`src/rtl/bcd_to_bin_seq.sv`:
```
// Sequential BCD-to-binary converter: reverse double-dabble over NSHIFT steps,
// followed by sign application with saturation to a signed 16-bit result.
module bcd_to_bin_seq #(
  parameter int unsigned NDIG   = 5,
  parameter int unsigned NSHIFT = 4 * NDIG
) (
  input  logic              clk,
  input  logic              rst_n,
  input  logic              start,
  input  logic [4*NDIG-1:0] bcd_in,
  input  logic              sign_in,
  output logic              busy,
  output logic              done,
  output logic [16:0]       mag_out,
  output logic [15:0]       bin_out,
  output logic              ovf,
  output logic              err
);

  localparam int unsigned W  = 4 * NDIG;
  localparam int unsigned CW = $clog2(NSHIFT + 1);

  typedef enum logic [2:0] {
    IDLE  = 3'd0,
    CHECK = 3'd1,
    SHIFT = 3'd2,
    SIGN  = 3'd3,
    DONE  = 3'd4
  } state_t;

  state_t              state_q, state_d;
  logic [W-1:0]        bcd_q, bcd_d;
  logic [NSHIFT-1:0]   acc_q, acc_d;
  logic [CW-1:0]       cnt_q, cnt_d;
  logic                sign_q, sign_d;
  logic [16:0]         mag_q, mag_d;
  logic [15:0]         bin_q, bin_d;
  logic                ovf_q, ovf_d;
  logic                err_q, err_d;
  logic                done_q, done_d;

  logic [W+NSHIFT-1:0] sh;
  logic [W-1:0]        step_bcd;
  logic [NSHIFT-1:0]   step_acc;
  logic                bad_digit;
  logic [16:0]         mag_now;
  logic [16:0]         neg_mag;

  // One reverse double-dabble step on the current registers.
  always_comb begin
    sh       = {bcd_q, acc_q} >> 1;
    step_bcd = sh[W+NSHIFT-1:NSHIFT];
    step_acc = sh[NSHIFT-1:0];
    for (int unsigned d = 0; d < NDIG; d++) begin
      if (step_bcd[4*d+3]) step_bcd[4*d +: 4] = step_bcd[4*d +: 4] - 4'd3;
    end
  end

  always_comb begin
    bad_digit = 1'b0;
    for (int unsigned d = 0; d < NDIG; d++) begin
      if (bcd_q[4*d +: 4] > 4'd9) bad_digit = 1'b1;
    end
  end

  // The accumulator is NSHIFT wide so every shifted-out bit lands in place;
  // the magnitude never exceeds 17 bits.
  assign mag_now = 17'(acc_q);
  assign neg_mag = 17'd0 - mag_now;

  // CHECK performs the first shift step on valid input, and the done pulse is
  // registered on leaving DONE; this keeps the valid path at 22 cycles, the
  // error path at 2 and lets a held start restart every 23 cycles.
  always_comb begin
    state_d = state_q;
    bcd_d   = bcd_q;
    acc_d   = acc_q;
    cnt_d   = cnt_q;
    sign_d  = sign_q;
    mag_d   = mag_q;
    bin_d   = bin_q;
    ovf_d   = ovf_q;
    err_d   = err_q;
    done_d  = 1'b0;
    case (state_q)
      IDLE: begin
        if (start) begin
          bcd_d   = bcd_in;
          sign_d  = sign_in;
          acc_d   = '0;
          cnt_d   = '0;
          state_d = CHECK;
        end
      end
      CHECK: begin
        if (bad_digit) begin
          err_d   = 1'b1;
          ovf_d   = 1'b0;
          state_d = DONE;
        end else begin
          err_d   = 1'b0;
          bcd_d   = step_bcd;
          acc_d   = step_acc;
          cnt_d   = CW'(1);
          state_d = SHIFT;
        end
      end
      SHIFT: begin
        bcd_d = step_bcd;
        acc_d = step_acc;
        cnt_d = cnt_q + CW'(1);
        if (cnt_q == CW'(NSHIFT - 1)) state_d = SIGN;
      end
      SIGN: begin
        mag_d = mag_now;
        if (!sign_q) begin
          if (mag_now > 17'd32767) begin
            bin_d = 16'h7FFF;
            ovf_d = 1'b1;
          end else begin
            bin_d = mag_now[15:0];
            ovf_d = 1'b0;
          end
        end else if (mag_now > 17'd32768) begin
          bin_d = 16'h8000;
          ovf_d = 1'b1;
        end else begin
          bin_d = (mag_now == 17'd0) ? 16'h0000 : neg_mag[15:0];
          ovf_d = 1'b0;
        end
        state_d = DONE;
      end
      DONE: begin
        done_d  = 1'b1;
        state_d = IDLE;
      end
      default: state_d = IDLE;
    endcase
  end

  always_ff @(posedge clk or negedge rst_n) begin
    if (!rst_n) begin
      state_q <= IDLE;
      bcd_q   <= '0;
      acc_q   <= '0;
      cnt_q   <= '0;
      sign_q  <= 1'b0;
      mag_q   <= '0;
      bin_q   <= '0;
      ovf_q   <= 1'b0;
      err_q   <= 1'b0;
      done_q  <= 1'b0;
    end else begin
      state_q <= state_d;
      bcd_q   <= bcd_d;
      acc_q   <= acc_d;
      cnt_q   <= cnt_d;
      sign_q  <= sign_d;
      mag_q   <= mag_d;
      bin_q   <= bin_d;
      ovf_q   <= ovf_d;
      err_q   <= err_d;
      done_q  <= done_d;
    end
  end

  assign busy    = (state_q == CHECK) || (state_q == SHIFT) || (state_q == SIGN);
  assign done    = done_q;
  assign mag_out = mag_q;
  assign bin_out = bin_q;
  assign ovf     = ovf_q;
  assign err     = err_q;

endmodule

```
`config.mk`:
```
export PLATFORM = sky130hd
export DESIGN_NAME = bcd_to_bin_seq
export DESIGN_NICKNAME = d
export VERILOG_FILES = /design/src/rtl/bcd_to_bin_seq.sv
export SDC_FILE = /design/constraint.sdc
export NUM_CORES = 1
export LEC_CHECK = 0
export ABC_AREA = 1
export CELL_PAD_IN_SITES_DETAIL_PLACEMENT = 1
export CELL_PAD_IN_SITES_GLOBAL_PLACEMENT = 1
export CORE_UTILIZATION = 42
export CTS_BUF_LIST = sky130_fd_sc_hd__clkbuf_8
export DETAILED_ROUTE_END_ITERATION = 8
export MAX_ROUTING_LAYER = met4
export PLACE_DENSITY_LB_ADDON = 0.25
export SYNTH_ARGS = -nofsm -noshare
export SYNTH_HDL_FRONTEND = slang
export SYNTH_SLANG_ARGS = --single-unit
```
`constraint.sdc`:
```
create_clock -name clk -period 1.7 [get_ports clk]
set_input_delay 0.51 -clock clk [delete_from_list [all_inputs] [get_ports clk]]
set_output_delay 0.51 -clock clk [all_outputs]
set_load 0.005 [all_outputs]
```
==> run summary, run 1 <==
The xor/xnor cell area share of the yosys netlist works out to 2.12%. The total number of yosys warnings was 0; the clock slew seen by the registers of the worst setup and hold paths was 0.09 ns. Setup violations remaining at the end of the flow were counted as 12. In this run the power density over the cells is 1580 mW/mm². The largest stage delay on the critical path is 0.43 ns. The clock net in this run drives a total of 85 sinks. Dividing the detail-routed wire length by the instance count gives 17.2 µm.

For the total number of H-tree levels, the log shows 3. The tool flagged a number of max-cap violations equal to 0. After detailed routing, the total wire length is 14.4 mm. The worst-case setup margin in the final layout was -0.120 ns. STA classifies the critical path endpoint as a primary output. Input and output buffers added on the ports amount to 60. After detailed routing, the wire length on met1 is 5.92 mm.

Detailed placement finished with a half-perimeter wire length of 9.60 mm. Along the worst path, the maximum fanout reaches 5. Entering global routing, the biggest net connects 45 pins. The run finished, with violations left. The number of library cell types mapped by synthesis was 33. In this run the critical register-to-register path is captured at bin_out[10]. The run gives 70.3% as the relative slew slack. Path class of the lowest-slack min-delay path: in -> async.

Counting every net in the synthesized netlist gives 603. For this run, the total global-route usage over all layers was measured as 27.1%. At the later pin of the worst-skew pair, clock insertion delay measures 0.37 ns. The synthesized netlist cell count was 572.

The final-layout setup total negative slack was -0.247 ns. From left edge to right edge, the die measures 106 µm. The tools report the standby leakage power as 3.01 nW.

The run gives 0 as the number of antenna violations at the first check in global routing. After synthesis, the largest family of logic cells by area is simple AND/OR/NAND/NOR gates. Dividing the detail-routed via count by the number of cells gives 5.41.

The tools report the maximum number of buffers from clock root to sink as 2. STA classifies the critical path startpoint as a flip-flop. After detailed routing, the number of remaining DRC violations is 0.

In this run the register-to-register setup slack is -0.04 ns. The mux contribution to synthesized area is 0%. Setup repair after global routing could not meet its margin everywhere.

The die covers 0.0112 mm². Among the stages of the critical path, the cell type that occurs most often is inv_2. The final reports fail on negative setup slack. The number of antenna diodes in the final layout is 0.

After Yosys synthesis, full adders, half adders and majority gates account for 1.93% of the synthesized area. The area share of and/or/nand/nor cells after synthesis was 26.6%; the number of cells traversed by the worst register-to-register path was 9. The first detailed-routing pass ran for 4 iterations.

The area of the multi-input gates is 0.00222 mm². The run gives 0.00213 mm² as the register cell area after layout. The first global-routing pass estimated 23.2 mm of wire. Routability-driven placement finished with a final weighted congestion of 0.899. The number of slew-limit violations in the final report was 0; the first-iteration detailed-routing DRC count was 207.

Once detail routing completed, the nets flagged for antenna violations numbered 0. Traced cell by cell, the critical path runs through inv_2, nor3_4, inv_2, nand2_2, buf_6. In this run the standard cell core region covers 0.0104 mm². The run gives 0.0100 ns as the final worst clock skew.

The run gives 1321 as the filler cell count in the final layout. The run gives 549 MHz as the highest clock rate. The overflow left after global routing came out at 0. The startpoint identified for the worst register-to-register timing path is acc_q[1]. The number of global-route vias before repair is 4747, and the setup slack after placement is -0.173 ns. In the final layout, the share of cells above drive strength 1 is 20.2%. The floorplan has 37 rows. For this design the top-level I/O count stands at 61. The tools report the library cell used as clock root buffer as clkbuf_8.

The detailed router used layers up to and including met4. The final-report hold violation count was 0; the routed length on met2 was 7.61 mm. The tools report the netlist area before placement as 0.00454 mm². The smallest clock period supported by the final layout is computed as 1.82 ns. Hold repair after CTS inserted 0 buffers. The critical path is of the reg -> out type.

The routed length on met3 is 459 µm. For this run, the post-layout net count is 725. The cell with the largest stage delay on the worst path was dfrtp_2. The number of flip-flops and latches in the synthesized netlist was 85. TritonCTS built the clock tree. Summing the areas of all compound-gate instances in the mapped netlist gives 14.9% of the synthesized area. For the pin with the worst max-slew slack, the measured transition is 0.445 ns. The initial utilization of the core area, before any placement, comes to 43.6%. For the worst setup path, the data required time is 1.19 ns. The average cell area after synthesis was 7.94 µm². For the worst supply voltage drop on vdd, the log shows 1.06 mV. The final period utilization was 107%.

In this run the vertical extent of the chip is 106 µm. The routed layout has 4515 vias. The number of buffers created by CTS was 9. The layout overhead on the synthesized area came out at 34.5%. For the worst setup path, the data arrival time is 1.31 ns.

The proportion of synthesized chip area in sequential cells was 46.8%.
-- what timing repair did --
action | CTS | global route
buffers inserted | 18 | 4
endpoints found under the setup margin | 49 | 52
pin swaps | 5 | 5
resized for setup | 55 | 26
cloned | 1 | 1
-- worst max-delay path by stage --
stage | start | to | slack, ns | depth (start not counted)
2_1_floorplan | state_q[2] | busy | 0.10 | 4
4_1_cts | state_q[0] | busy | -0.12 | 6
3_5_place_dp | state_q[2] | busy | -0.17 | 6
3_3_place_gp | state_q[2] | busy | -0.15 | 6
5_1_grt | state_q[0] | busy | -0.18 | 5
6_report | state_q[0] | busy | -0.12 | 5
-- registers in the layout, indices dropped and copies added (netlist names), 3 cells and up --
name and flops:
acc_q 20, bcd_q 20, mag_out 17, bin_out 16, cnt_q 5, state_q 3
-- metal layers --
metal,vias to the layer above,GRT usage (%)
li1,2147,-
met2,97,47.9
met1,2238,31.7
met4,0,9.62
met3,33,3.43
met5,-,-
-- through the flow --
step	cell area, µm²	cells	util (%)	power [mW]	hold WS [ns]
after floorplan	4540	572	-	5.86	0.214
after global placement	5600	795	53.7	7.66	0.448
after detailed placement	5600	795	53.7	7.90	0.454
after CTS	5980	830	57.4	9.61	0.0560
after global routing	6110	835	58.7	10.3	0.0711
final	6110	835	58.7	9.63	0.0463
-- synthesized netlist by cell type --
| master | instances | area share [%] |
|---|---|---|
| inv_2 | 8 | 0.66 |
| xnor2_1 | 6 | 1.2 |
| nor3_4 | 1 | 0.36 |
| nor2_2 | 3 | 0.41 |
| and2_1 | 1 | 0.14 |
| a21oi_1 | 23 | 2.5 |
| nand3b_1 | 1 | 0.17 |
| ha_1 | 7 | 1.9 |
| o21a_1 | 13 | 2.1 |
| nand2_1 | 143 | 12 |
| inv_1 | 37 | 3.1 |
| inv_4 | 1 | 0.14 |
| or2_2 | 1 | 0.14 |
| a31oi_1 | 4 | 0.55 |
| nor2_1 | 59 | 4.9 |
| nand3_2 | 3 | 0.66 |
| buf_2 | 14 | 1.5 |
| nor4_1 | 1 | 0.14 |
| nand3_1 | 21 | 2.3 |
| nand2_4 | 1 | 0.25 |
| nand2_2 | 5 | 0.69 |
| o21ai_2 | 1 | 0.19 |
| nor2_4 | 1 | 0.25 |
| nor3_1 | 1 | 0.11 |
| o21ai_1 | 40 | 4.4 |
| o31ai_1 | 2 | 0.33 |
| nand4_1 | 31 | 4.3 |
| xor2_1 | 5 | 0.96 |
| o21ai_0 | 41 | 4.5 |
| buf_6 | 6 | 1.5 |
| buf_4 | 5 | 0.83 |
| a21oi_2 | 1 | 0.19 |
| dfrtp_1 | 85 | 47 |
-- layout by cell type (no fill, tap or decap), drive strengths merged --
cell type | synthesis | routed
or2 | 1 | 1
xnor2 | 6 | 6
nor3 | 2 | 2
dfrtp | 85 | 85
nand3 | 24 | 24
bufinv | 0 | 2
nor2 | 63 | 63
clkdlybuf4s50 | 0 | 22
and2 | 1 | 1
dlygate4sd2 | 0 | 36
nor4 | 1 | 1
nand2 | 149 | 151
a21oi | 24 | 24
inv | 46 | 47
a31oi | 4 | 4
clkinv | 0 | 2
nand4 | 31 | 31
xor2 | 5 | 5
o21ai | 82 | 82
o21a | 13 | 13
ha | 7 | 7
nand3b | 1 | 1
clkbuf | 0 | 11
buf | 25 | 76
o31ai | 2 | 2
-- where the power goes --
| group | switching (mW) | total (mW) | internal, mW |
|---|---|---|---|
| Sequential | 0.434 | 3.15 | 2.71 |
| Combinational | 2.67 | 4.83 | 2.16 |
| Clock | 0.753 | 1.65 | 0.899 |
| Total | 3.85 | 9.63 | 5.77 |
-- worst max-delay path, delay by kind of cell, from the launching register on --
family | cells | cell delay, ns
simple gates | 2 | 0.28
flops | 1 | 0.43
buf+inv | 3 | 0.24
-- cells by family after synthesis --
logic type | after synthesis
and+or+nand+nor | 273
adders and majority gates | 7
AOI/OAI and AO/OA | 125
buffers and inverters | 71
DFF | 85
xor gates and xnor gates | 11
-- layout make-up --
class | count | area share [%]
inverters | 46 | 2.87
clock inverters | 5 | 1.21
well taps | 136 | 2.78
clock buffers | 11 | 2.48
flip-flops and latches | 85 | 34.8
multi-input cells | 418 | 36.4
repair buffers | 134 | 19.4
Power figures use the tool's default switching activity.
==> run 2: changes to the inputs <==
CAP_MARGIN = 20   (was default)
PLACE_DENSITY = 0.9   (was default)
PLACE_DENSITY_LB_ADDON = default   (was 0.25)
==> run 2 against run 1 <==
The run still ends with negative setup slack left. Power up 11%. Non-clock buffer count up 15. Utilization up 2.0 points. Sequential power up 3%. Fmax down 1.2%. Combinational power up 22%. Routed wire length up 20%. Critical path type unchanged. Largest cell class unchanged. Largest power group unchanged.
==> run summary, run 2 (synthesis results as in run 1) <==
The run gives 543 MHz (was 549 MHz) as the highest clock rate. The overflow left after global routing is 0 (unchanged). Class of the most critical setup path: reg -> out (unchanged).

The relative slew slack is 69.3% (was 70.3%). The logs give 0.172 ns (was 0.0463 ns) for the worst hold slack after final layout and 2 (unchanged) for the maximum number of buffers from clock root to sink. The largest stage delay on the critical path works out to 0.43 ns (about the same). The run gives 61 (unchanged) as the number of top-level pins. The run gives 0.0107 ns (was 0.0100 ns) as the final worst clock skew.

Setup repair after global routing could not meet its margin everywhere. The layout overhead on the synthesized area works out to 39.2% (was 34.5%). The run gives 3.12 nW (was 3.01 nW) as the standby leakage power.

The run gives 85 (unchanged) as the TritonCTS sink count. The ratio of routed vias to standard cells is 5.73 (was 5.41), and the placed wire-length estimate after detailed placement is 9.69 mm (was 9.60 mm). The final-layout setup total negative slack is -1.47 ns (was -0.247 ns), and the length of the first detailed-routing pass in iterations is 4 (unchanged). The share of post-route cells with drive strength above 1 was 22.5% (was 20.2%); the routability congestion estimate was 0.884 (was 0.899).

The transition time at the pin with the least slew margin came out at 0.461 ns (was 0.445 ns). The minimum period implied by the final worst setup slack is 1.84 ns (was 1.82 ns). Failing checks: negative setup slack (unchanged). The height of the die was 106 µm (unchanged); the overall power of the completed layout was 10.7 mW (was 9.63 mW).

The total power divided by cell area is 1690 mW/mm² (was 1580 mW/mm²), and the number of DRC violations after detailed routing is 0 (unchanged). The most common library cell in the layout ignoring fill and taps is nand2_1 (unchanged). The die span in x came out at 106 µm (unchanged). The startpoint type of the worst setup path was a flip-flop (unchanged).

The worst-case setup margin in the final layout was -0.142 ns (was -0.120 ns); the final core utilization was 60.7% (was 58.7%). The die area is 0.0112 mm² (unchanged), and the core area is 0.0104 mm² (unchanged). The tools report the nature of the critical path endpoint as a primary output (unchanged). The tools report the post-route non-filler standard cell count as 848 (was 835).

The number of vias in the routed layout came out at 4860 (was 4515). Post-detailed-route count of antenna-violating nets: 0 (unchanged). The library cell used as clock root buffer was clkbuf_8 (unchanged). Critical path's most frequent cell: inv_2 (unchanged). The run gives 1.19 ns (about the same) as the critical path data required time. The antenna diode count is 0 (unchanged). The largest driver fanout on the critical path is 4 (was 5), and the clock slew seen by the registers of the worst setup and hold paths is 0.09 ns (about the same).

The run gives 45 (was 12) as the final-report setup violation count. The count of hold-fix buffers inserted at cts is 0 (unchanged). Wire length per cell after detailed routing: 20.4 µm (was 17.2 µm). The number of buffers created by CTS was 9 (unchanged).

The starting density of the core was 43.6% (unchanged). The number of cells after detailed placement is 791 (was 795). Number of global-route vias before repair: 4989 (was 4747). The path class of the lowest-slack min-delay path was in -> async (unchanged). Cell chain of the critical path: inv_2, nor3_4, inv_2, nand2_2, buf_2 (was inv_2, nor3_4, inv_2, nand2_2, buf_6). Overall global routing resource usage: 29.1% (was 27.1%).

The number of nets in the layout came out at 740 (was 725). The final period utilization works out to 108% (was 107%). The latest clock arrival within the worst-skew pair came out at 0.37 ns (about the same). The number of slew-limit violations in the final report is 0 (unchanged), and the count of input and output buffers is 60 (unchanged).

The logs give 24.8 mm (was 23.2 mm) for the first-pass GRT wire length and 0.949 mV (was 1.06 mV) for the worst supply voltage drop on vdd. The cell with the largest stage delay on the worst path is dfrtp_2 (unchanged). The number of core rows is 37 (unchanged), and the first-iteration detailed-routing DRC count is 267 (was 207). The logs give 0 (unchanged) for the number of antenna violations at the first check in global routing and 17.3 mm (was 14.4 mm) for the aggregate routed wire length.

For the arrival time of the worst setup path, the log shows 1.33 ns (was 1.31 ns). TritonCTS built the clock tree. Count of buffer and inverter cells on the critical path: 3 (unchanged). The tools report the pin count of the biggest net entering global routing as 86 (was 45).

Max-cap violation count: 0 (unchanged). The flow ran to the end, but the final reports show violations. Commonest cells after routing, fill and taps aside: 137 x nand2_1, 81 x dfrtp_1, 73 x buf_4, 52 x nor2_1, 42 x o21ai_1 (was 138 x nand2_1, 83 x dfrtp_1, 66 x buf_4, 52 x nor2_1, 43 x o21ai_1). The logs give 3 (unchanged) for the total number of H-tree levels and 0 (unchanged) for the final-report hold violation count. The category of cells accounting for the largest share of critical-path delay was flip-flops (unchanged).
[run 2: timing repair]
item | CTS | global route
setup endpoints to repair | 59 | 59
setup buffers | 27 | 10
pin swaps | 7 | 6
gates resized for setup | 59 | 31
cloned | 2 | 5
[run 2: final timing paths]
path                              endpoint        from  cells after the start  slack (ns)
min in group clk                mag_out[9]  mag_out[9]                      1        0.50
worst min-delay path            mag_out[2]       rst_n                      2        0.17
worst max register to register   bcd_q[18]   bcd_q[18]                     10       -0.09
max in group asynchronous         acc_q[4]       rst_n                      2        1.17
worst max-delay path                  busy  state_q[0]                      5       -0.14
worst min register to register  mag_out[9]  mag_out[9]                      1        0.50
[run 2: final cells by class]
cell class | instances | area (µm²)
sequential | 85 | 2130
timing repair buffer | 149 | 1410
clock inverter | 5 | 78.8
tap | 136 | 170
fill | 1249 | 4090
multi-input combinational | 418 | 2240
clock buffer | 9 | 124
inverter | 46 | 175
[run 2: stage by stage]
step | cell area [µm²] | setup slack [ns]
finish | 6320 | -0.142
CTS | 6020 | -0.137
global placement | 5570 | -0.169
floorplan | 4540 | 0.104
global route | 6320 | -0.222
detailed placement | 5570 | -0.216
[run 2: metal layers]
layer	vias up	share of wire (%)	track usage, %	routed length, µm
li1	2179	-	-	-
met1	2403	38	33.0	6540
met2	203	52	50.8	8950
met3	75	5.4	3.74	933
met4	0	4.9	14.6	847
met5	-	0	-	0
[run 2: worst register-to-register path, cell delays in order, from the launching register on]
cell	delay [ns]
dfrtp_1	0.38
inv_1	0.11
a21oi_1	0.10
nor2_1	0.15
nand4_1	0.13
buf_6	0.17
a21oi_4	0.17
buf_12	0.16
clkbuf_16	0.16
nand2_1	0.07
o21ai_0	0.10
[run 2: power by group]
group,internal (mW),switching (mW)
clock,0.807,0.782
sequential,2.71,0.519
combinational,2.76,3.11
